`src/rtl/seven_bit_serial_subtractor_pkg.sv`:
```
// Shared definitions for the push-button serial subtractor: FSM state
// encoding, default operand width, nibble field widths and counter sizing.
package seven_bit_serial_subtractor_pkg;

  // Controller states: waiting for operands/start, shifting bits, result strobe
  typedef enum logic [1:0] {
    IDLE  = 2'd0,
    SHIFT = 2'd1,
    DONE  = 2'd2
  } state_e;

  // Default operand / difference width
  localparam int WIDTH_DEF = 7;

  // Operand entry fields: low load fills [LO_W-1:0], high load fills the rest
  localparam int LO_W     = 4;
  localparam int HI_W_DEF = WIDTH_DEF - LO_W;

  // Bit counter width for the default width
  localparam int CNT_W_DEF = $clog2(WIDTH_DEF);

  // Button bank: pb[3:0] followed by the start button
  localparam int NUM_BTN   = 5;
  localparam int BTN_X_LO  = 0;
  localparam int BTN_X_HI  = 1;
  localparam int BTN_Y_LO  = 2;
  localparam int BTN_Y_HI  = 3;
  localparam int BTN_START = 4;

  // Counter width able to index WIDTH bit positions (never narrower than 1)
  function automatic int cnt_width(input int w);
    return (w > 1) ? $clog2(w) : 1;
  endfunction

endpackage

```
`src/rtl/serial_full_subtractor.sv`:
```
// One-bit full subtractor used by the serial datapath: computes
// xi - yi - bin, giving the difference bit and the borrow into the next bit.
module serial_full_subtractor (
  input  logic xi,
  input  logic yi,
  input  logic bin,
  output logic d,
  output logic bout
);

  // Difference and borrow-out for a single bit position
  always_comb begin
    d    = xi ^ yi ^ bin;
    bout = (~xi & yi) | (~(xi ^ yi) & bin);
  end

endmodule

```
`src/rtl/seven_bit_serial_subtractor.sv`:
```
// Bit-serial x - y for the push-button lab board.
// Operands are entered nibble-wise from the switch bank with synchronized,
// edge-detected push buttons; a start press shifts the operands LSB first
// through a single full subtractor over WIDTH clocks, then latches the
// difference and borrow for the LEDs.
// Build option: define SUB_DEBOUNCE_EN to insert a per-button debounce filter
// (DEBOUNCE_CYCLES consecutive identical samples) between the synchronizer
// and the edge detector.
module seven_bit_serial_subtractor
  import seven_bit_serial_subtractor_pkg::*;
#(
  parameter int WIDTH           = WIDTH_DEF,
  parameter int SYNC_STAGES     = 2,
  parameter int DEBOUNCE_CYCLES = 16
) (
  input  logic             clk,
  input  logic             rst_n,
  input  logic [3:0]       pb,
  input  logic             pb_start,
  input  logic [3:0]       a,
  output logic [WIDTH-1:0] diff,
  output logic             borrow,
  output logic             busy,
  output logic             done
);

  localparam int HI_W    = WIDTH - LO_W;
  localparam int CNT_W   = cnt_width(WIDTH);
  localparam int PRIME_W = $clog2(SYNC_STAGES + 1);

  // ---------------------------------------------------------------------------
  // Button conditioning
  // ---------------------------------------------------------------------------
  logic [NUM_BTN-1:0] btn_raw;
  logic [NUM_BTN-1:0] btn_edge;

  assign btn_raw = {pb_start, pb};

  // After reset the synchronizers hold zeros that do not reflect the pins.
  // A button may only arm its edge detector once the chain has been refilled
  // with real samples and shows the button released, so a button held
  // through reset release never produces a load.
  logic [PRIME_W-1:0] prime_q, prime_d;
  logic               primed;

  assign primed = (prime_q == PRIME_W'(SYNC_STAGES));

  // Count clocks since reset until the synchronizers carry live samples
  always_comb begin
    prime_d = prime_q;
    if (!primed) begin
      prime_d = prime_q + 1'b1;
    end
  end

  // Priming counter register
  always_ff @(posedge clk or negedge rst_n) begin
    if (!rst_n) begin
      prime_q <= '0;
    end else begin
      prime_q <= prime_d;
    end
  end

  for (genvar gi = 0; gi < NUM_BTN; gi++) begin : g_btn
    logic [SYNC_STAGES-1:0] sync_q;
    logic                   sync_lvl;
    logic                   level;
    logic                   prev_q;
    logic                   edge_q, edge_d;
    logic                   armed_q, armed_d;

    assign sync_lvl = sync_q[SYNC_STAGES-1];

    // Metastability synchronizer chain for the raw button
    always_ff @(posedge clk or negedge rst_n) begin
      if (!rst_n) begin
        sync_q <= '0;
      end else begin
        sync_q[0] <= btn_raw[gi];
        for (int i = 1; i < SYNC_STAGES; i++) begin
          sync_q[i] <= sync_q[i-1];
        end
      end
    end

`ifdef SUB_DEBOUNCE_EN
    localparam int DB_W = $clog2(DEBOUNCE_CYCLES + 1);
    logic            filt_q, filt_d;
    logic [DB_W-1:0] dcnt_q, dcnt_d;

    // Filtered level flips only after DEBOUNCE_CYCLES disagreeing samples in a row
    always_comb begin
      filt_d = filt_q;
      dcnt_d = '0;
      if (sync_lvl != filt_q) begin
        if (dcnt_q == DB_W'(DEBOUNCE_CYCLES - 1)) begin
          filt_d = ~filt_q;
        end else begin
          dcnt_d = dcnt_q + 1'b1;
        end
      end
    end

    // Debounce filter state
    always_ff @(posedge clk or negedge rst_n) begin
      if (!rst_n) begin
        filt_q <= 1'b0;
        dcnt_q <= '0;
      end else begin
        filt_q <= filt_d;
        dcnt_q <= dcnt_d;
      end
    end

    assign level = filt_q;
`else
    assign level = sync_lvl;
`endif

    // Rising-edge detect on the conditioned level, gated by the arm flag
    always_comb begin
      armed_d = armed_q | (primed & ~sync_lvl);
      edge_d  = level & ~prev_q & armed_q;
    end

    // Edge detector registers
    always_ff @(posedge clk or negedge rst_n) begin
      if (!rst_n) begin
        prev_q  <= 1'b0;
        edge_q  <= 1'b0;
        armed_q <= 1'b0;
      end else begin
        prev_q  <= level;
        edge_q  <= edge_d;
        armed_q <= armed_d;
      end
    end

    assign btn_edge[gi] = edge_q;
  end

`ifndef SUB_DEBOUNCE_EN
  // The debounce depth only matters when the filter is built in
  if (DEBOUNCE_CYCLES < 1) begin : g_debounce_depth_unused
  end
`endif

  // ---------------------------------------------------------------------------
  // Operand registers, serial datapath and controller
  // ---------------------------------------------------------------------------
  state_e           state_q, state_d;
  logic [CNT_W-1:0] cnt_q, cnt_d;
  logic [WIDTH-1:0] x_q, x_d;
  logic [WIDTH-1:0] y_q, y_d;
  logic [WIDTH-1:0] xw_q, xw_d;
  logic [WIDTH-1:0] yw_q, yw_d;
  logic [WIDTH-1:0] res_q, res_d;
  logic             b_q, b_d;
  logic [WIDTH-1:0] diff_q, diff_d;
  logic             borrow_q, borrow_d;
  logic [HI_W-1:0]  a_hi;
  logic             start_edge;
  logic             last_bit;
  logic             bit_d;
  logic             bit_bout;

  assign a_hi       = HI_W'(a);
  assign start_edge = btn_edge[BTN_START];
  assign last_bit   = (cnt_q == CNT_W'(WIDTH - 1));

  serial_full_subtractor u_fsub (
    .xi   (xw_q[0]),
    .yi   (yw_q[0]),
    .bin  (b_q),
    .d    (bit_d),
    .bout (bit_bout)
  );

  // Controller state register
  always_ff @(posedge clk or negedge rst_n) begin
    if (!rst_n) begin
      state_q <= IDLE;
    end else begin
      state_q <= state_d;
    end
  end

  // Controller next state: start edges outside IDLE are simply dropped
  always_comb begin
    state_d = state_q;
    case (state_q)
      IDLE:    if (start_edge) state_d = SHIFT;
      SHIFT:   if (last_bit)   state_d = DONE;
      DONE:    state_d = IDLE;
      default: state_d = IDLE;
    endcase
  end

  // Controller outputs decoded from state
  always_comb begin
    busy = (state_q == SHIFT);
    done = (state_q == DONE);
  end

  // Operand loading and bit-serial subtraction
  always_comb begin
    x_d      = x_q;
    y_d      = y_q;
    xw_d     = xw_q;
    yw_d     = yw_q;
    res_d    = res_q;
    b_d      = b_q;
    cnt_d    = cnt_q;
    diff_d   = diff_q;
    borrow_d = borrow_q;
    case (state_q)
      IDLE: begin
        // Several simultaneous edges all take the same switch value
        if (btn_edge[BTN_X_LO]) x_d[LO_W-1:0]     = a;
        if (btn_edge[BTN_X_HI]) x_d[WIDTH-1:LO_W] = a_hi;
        if (btn_edge[BTN_Y_LO]) y_d[LO_W-1:0]     = a;
        if (btn_edge[BTN_Y_HI]) y_d[WIDTH-1:LO_W] = a_hi;
        if (start_edge) begin
          xw_d  = x_q;
          yw_d  = y_q;
          res_d = '0;
          b_d   = 1'b0;
          cnt_d = '0;
        end
      end
      SHIFT: begin
        xw_d  = xw_q >> 1;
        yw_d  = yw_q >> 1;
        res_d = {bit_d, res_q[WIDTH-1:1]};
        b_d   = bit_bout;
        cnt_d = cnt_q + 1'b1;
        // Publish on the step into DONE so the LEDs change together with done
        if (last_bit) begin
          diff_d   = {bit_d, res_q[WIDTH-1:1]};
          borrow_d = bit_bout;
        end
      end
      default: ;
    endcase
  end

  // Operand, working and result registers
  always_ff @(posedge clk or negedge rst_n) begin
    if (!rst_n) begin
      x_q      <= '0;
      y_q      <= '0;
      xw_q     <= '0;
      yw_q     <= '0;
      res_q    <= '0;
      b_q      <= 1'b0;
      cnt_q    <= '0;
      diff_q   <= '0;
      borrow_q <= 1'b0;
    end else begin
      x_q      <= x_d;
      y_q      <= y_d;
      xw_q     <= xw_d;
      yw_q     <= yw_d;
      res_q    <= res_d;
      b_q      <= b_d;
      cnt_q    <= cnt_d;
      diff_q   <= diff_d;
      borrow_q <= borrow_d;
    end
  end

  assign diff   = diff_q;
  assign borrow = borrow_q;

endmodule

```
`config.mk`:
```
export PLATFORM = sky130hd
export DESIGN_NAME = seven_bit_serial_subtractor
export DESIGN_NICKNAME = d
export VERILOG_FILES = /design/src/rtl/seven_bit_serial_subtractor_pkg.sv /design/src/rtl/serial_full_subtractor.sv /design/src/rtl/seven_bit_serial_subtractor.sv
export SDC_FILE = /design/constraint.sdc
export NUM_CORES = 1
export LEC_CHECK = 0
export BUFFER_PORTS_ARGS = -buffer_cell sky130_fd_sc_hd__buf_4
export CAP_MARGIN = 20
export CORE_ASPECT_RATIO = 1.25
export CORE_MARGIN = 2
export CORE_UTILIZATION = 40
export CTS_BUF_LIST = sky130_fd_sc_hd__clkbuf_4 sky130_fd_sc_hd__clkbuf_8 sky130_fd_sc_hd__clkbuf_16
export DETAILED_ROUTE_END_ITERATION = 7
export HOLD_SLACK_MARGIN = 0.08
export PLACE_DENSITY = 0.64
export SLEW_MARGIN = 20
export SYNTH_ARGS = -nofsm -noshare
export SYNTH_HDL_FRONTEND = slang
export SYNTH_SLANG_ARGS = --single-unit
```
`constraint.sdc`:
```
create_clock -name clk -period 3.35 [get_ports clk]
set_input_delay 0.1675 -clock clk [delete_from_list [all_inputs] [get_ports clk]]
set_output_delay 0.1675 -clock clk [all_outputs]
set_load 0.02 [all_outputs]
```
; ---- Word-level counts from Yosys, hierarchy flattened
; Index checks and enable logic that the tools add are counted.
[classes]
n_mux = 13
n_eq_ne = 6
n_bitwise = 37
add_sub_neg = 2
reduce_logical = 9
[ops]
columns = operator, count
row1 = $pmux W7 S2, 3
row2 = $mux W7, 3
row3 = $and A1 B1 Y1, 17
row4 = $reduce_and A2 Y1, 7
row5 = $not A1 Y1, 12
row6 = $or A1 B1 Y1, 6
row7 = $pmux W3 S2, 1
row8 = $eq A2 B2 Y1 const B, 2
row9 = $mux W2, 2
row10 = $pmux W2 S2, 1
row11 = $add A3 B1 Y3 const B, 1
row12 = $eq A3 B3 Y1 const B, 1
row13 = $mux W3, 1
row14 = $add A2 B1 Y2 const B, 1
row15 = $eq A2 B1 Y1 const B, 1
row16 = $logic_not A2 Y1, 1
row17 = $ne A2 B1 Y1 const B, 1
row18 = $ne A2 B2 Y1 const B, 1
row19 = $pmux W1 S2, 1
row20 = $reduce_bool A2 Y1, 1
row21 = $xor A1 B1 Y1, 2
row22 = $mux W1, 1
[word_totals]
wordCells = 100
reg_bits = 76
in_bits = 11
out_inout_bits = 10

; ---- Logic depth before layout (Yosys ltp)
[depth]
depth_word = 5
depth_mapped = 5
ltp_nobuf = 5

; ---- Hierarchy
; A second synthesis with hierarchy kept.
[unflattened]
cells_unflattened = 211
hier_area_um2 = 2880.3
[modules_own_cells]
columns = mod, seq_area_each_um2, area_each_um2, cells_per_inst, n_inst
row1 = seven_bit_serial_subtractor, 1876.8, 2849.0, 207, 1
row2 = serial_full_subtractor, 0.0, 31.3, 4, 1

; ---- Worst setup path after synthesis
; No wires, ideal clock.
[synth_path]
path_kind = register to register
start = register state_q[1]
end = register x_q[0]
setup_time_ns = 0.125
path_stages_with_launch = 4
synth_period_minus_slack_ns = 1.389
required_ns = 3.225
path_buffers = 0
path_slack_ns = 1.961
arrival_ns = 1.264
path_cell_list = dfrtp_1 > nor2_1 > and2_0 > mux2_2
[synth_between]
elab_chain_len = 2
[synth_lines]
columns = item, line_no
row1 = "start, declared", seven_bit_serial_subtractor.sv:152  ; state_e state_q, state_d;
row2 = "start signal, assigned", seven_bit_serial_subtractor.sv:185  ; state_q <= state_d;
row3 = $logic_not A2 Y1, seven_bit_serial_subtractor.sv:217  ; case (state_q)
row4 = $reduce_and A2 Y1 (no source line), n/a
row5 = "end signal, assigned", seven_bit_serial_subtractor.sv:251  ; x_q <= '0;
row6 = "end signal, assigned", seven_bit_serial_subtractor.sv:261  ; x_q <= x_d;
row7 = "end, declared", seven_bit_serial_subtractor.sv:154  ; logic [WIDTH-1:0] x_q, x_d;
; Every way passes these cells.
; A chain may end at the register's enable or synchronous reset.

; ---- Worst setup path after layout
[layout_path]
start = register state_q[1]
end = output port busy
[layout_between]
elab_chain_len = 1
[layout_lines]
columns = item, line_no
row1 = $eq A2 B1 Y1, seven_bit_serial_subtractor.sv:202  ; busy = (state_q == SHIFT);
row2 = "end, declared", seven_bit_serial_subtractor.sv:23  ; output logic busy,
; Every way passes these cells.

==> results.md <==
* CTS tree: yes
* Area contributors post-synth: dfrtp_1 (66%), mux2_2 (8.4%), nand2_1 (2.7%)
* Clk Latency, worst-skew pair at 0.33 ns
* Setup_tns at 0 ns
* Gr usage total at between 10% and 20%
* Post-route cell area at 0.00335 mm²
* Slew Viols, Final at 0
* Die X at ~79 µm
* Seq/Total Area, Yosys at 66.3%
* I/O Pins at 21
* Avg Cell Area, Syn at 13.4 µm²
* Via count at 1,630
* Relative slew slack at around 37%
* Worst-path clk slew at 0.07 ns
* Hold buffers post-CTS at 7
* Setup CP Type: reg -> out
* Pwr Density at 849 mW/mm²
* HP Class: in -> reg
* Antenna diode count at 0
* Family with the most delay on the worst path: flip-flops
* Pre-antenna DRT Iters at 4
* Fin crit share at ~58%
* Resize count post-CTS at 0
* Initial DRC count at between 150 and 200
* Final nets at 258
* Setup Buffers After CTS at 0
* CP max stage cell: dfrtp_1
* Die Y at 98.0 µm
* Yosys warns at 0
* Worst-path cell chain: nand2b_1 -> inv_2 -> buf_4
* DRC viols at 0
* R2R Setup Slk at 1.43 ns
* Outcome: finished clean
* Peak VDD IR at 375 µV
* Core area at 0.00689 mm²
* Yosys cell types at 31
* Initial antenna violation count at 0
* CTS root buf: clkbuf_8
* Share of cells above drive strength 1 at 24.2%
* Max incr delay on CP at 0.79 ns
* Crit path DAT at 1.78 ns
* DP Wirelength at slightly below 3 mm
* PortBufs at 20
* WP data required at between 3 and 4 ns
* Final setup violation count at 0
* H-tree depth at 3
* Synth area leader: dfrtp_1
* Post-Syn Instances at 212
* TritonCTS Buffers at 9
* Via density at 4.82
* Startpoint types: register
* RSZ-0062 raised after global routing: false
* Main synth FF type: dfrtp_1
* Total grt overflow at 0
* Worst Tran Pin Value at 0.937 ns
* Wire length per cell at 13.3 µm
* Vias in the first global route at around 1,700
* Endpoints failing hold at 0
* Starting Density at 41.1%
* Synth top area share at ~66%
* Worst path bufs/invs at 2
* DRT antenna net count at 0
* Gpl congestion at 0.728
* Final WL at 4.49 mm
* Fmax at slightly above 0.5 GHz
* Area growth, synth to finish at 18.3%
* FP Rows at 34
* Clock net sink count at 75
* Syn nets at 227
* Crit-path max FO at 26
* Synth Register Bits at 75
* CP Capture Type: primary output
* Number of synthesized flops with an enable pin at 0
* Clk buf depth at 2
* Largest net degree at the start of global routing at 76
* Maxcap violations at 0
* Global-route wire length before repair at roughly 7.5 mm
* Post-Syn Area at around 0.0028 mm²
* Full die area at 0.00777 mm²
* DP Area at 0.00306 mm²
* Clock skew at about 0.0046 ns
* Standby leakage power at 1.53 nW
* Async S/R FF share, synth at between 90% and 100%
* Final Critical Period at a little under 2 ns
==> registers in the layout, summed over array words and instances, names as in the netlist <==
| register | flops |
|---|---|
| borrow | 1 |
| g_btn.sync_q | 10 |
| b_q | 1 |
| res_q | 6 |
| yw_q | 7 |
| cnt_q | 3 |
| xw_q | 7 |
| g_btn.armed_q | 5 |
| prime_q | 2 |
| x_q | 7 |
| state_q | 2 |
| y_q | 7 |
| diff | 7 |
| g_btn.prev_q | 5 |
| g_btn.edge_q | 5 |
==> per-layer routing <==
layer / wire length, µm / track usage (%) / vias to the layer above
met3: 159 / 3.05 / 9
li1: - / - / 791
met2: 2200 / 20.5 / 25
met5: 0 / 0 / -
met1: 2040 / 15.2 / 805
met4: 97 / 7.96 / 0
==> power breakdown <==
part	total (W)	switching [W]	internal (W)
combinational	0.000741	0.000348	0.000393
clock	0.000729	0.000315	0.000414
sequential	0.00137	0.000193	0.00118
==> final timing paths <==
kind | startpoint | end | cells past startpoint
worst min-delay path | a[0] | x_q[4] | 2
max in group asynchronous | rst_n | xw_q[4] | 2
worst min register to register | g_btn[3].sync_q[0] | g_btn[3].sync_q[1] | 0
min in group asynchronous | rst_n | diff[0] | 2
worst max register to register | state_q[1] | x_q[3] | 3
worst max-delay path | state_q[1] | busy | 3
==> worst register-to-register path, stage by stage (launching register included) <==
cell and delay [ns]:
dfrtp_1 0.64, nor2_1 0.47, and2_0 0.33, mux2_2 0.37
==> per-stage QoR <==
stage | total power (W) | setup slack (ns) | util [%] | cells | hold WS [ns]
2_1_floorplan | 0.00191 | 1.96 | - | 212 | -0.128
5_1_grt | 0.00301 | 1.23 | 48.6 | 338 | 0.0998
3_5_place_dp | 0.00214 | 1.42 | 44.4 | 315 | 0.278
3_3_place_gp | 0.00211 | 1.51 | 44.4 | 315 | 0.277
6_report | 0.00284 | 1.40 | 48.6 | 338 | 0.106
4_1_cts | 0.00288 | 1.37 | 48.6 | 338 | 0.0849
==> Yosys cell counts, drive strengths merged, types with 2 or more instances <==
cell type and instances:
nand2b 8, inv 14, o21ai 12, nand2 20
and2 2, dfrtp 75, nor3 2, o22a 3
nand3 2, mux2 21, nor3b 2, a211oi 2
a22o 6, a2bb2oi 3, nand3b 2, buf 6
a221o 6, a21o 5, ha 3, nor2 8
==> kinds of logic (layout without fill, tap and decap cells) <==
group	count (synthesis)	after routing	share of synthesized area, %
compound gates	42	42	11.2
mux	21	21	8.36
flops	75	75	66.3
buf+inv	21	57	3.05
fa+ha+maj	4	4	2.03
xor+xnor	1	1	0.310
simple gates	48	48	8.75
==> final cells by class <==
cell class                      count  area (µm²)
Tap cell                           90         113
Clock inverter                      3        45.0
Timing Repair Buffer               27         220
Clock buffer                       13         173
Multi-Input combinational cell    116         867
Inverter                           14        52.6
Fill cell                         624        3540
Sequential cell                    75        1880
==> cell usage in the layout, fill, tap and decap left out <==
cell type       n
a31oi_1         1
o22ai_1         1
clkinvlp_4      2
xnor2_1         1
nor2_1          8
o21bai_1        1
nor3b_1         2
dfrtp_1        75
nor3_1          2
o21ai_0        12
buf_4          20
ha_1            3
and2_0          2
inv_2           1
nand2_1        20
bufinv_16       1
clkbuf_8       12
nand2b_1        8
a211oi_1        2
inv_1          13
a2bb2oi_1       3
o22a_1          3
o221a_2         1
a21o_1          5
dlygate4sd3_1   7
fa_1            1
nor2b_1         1
nand4b_4        1
clkbuf_4        1
o211ai_1        1
a221o_1         6
nand3_1         2
mux2_2         21
nand3b_1        2
a22o_1          6
Power figures use the tool's default switching activity.
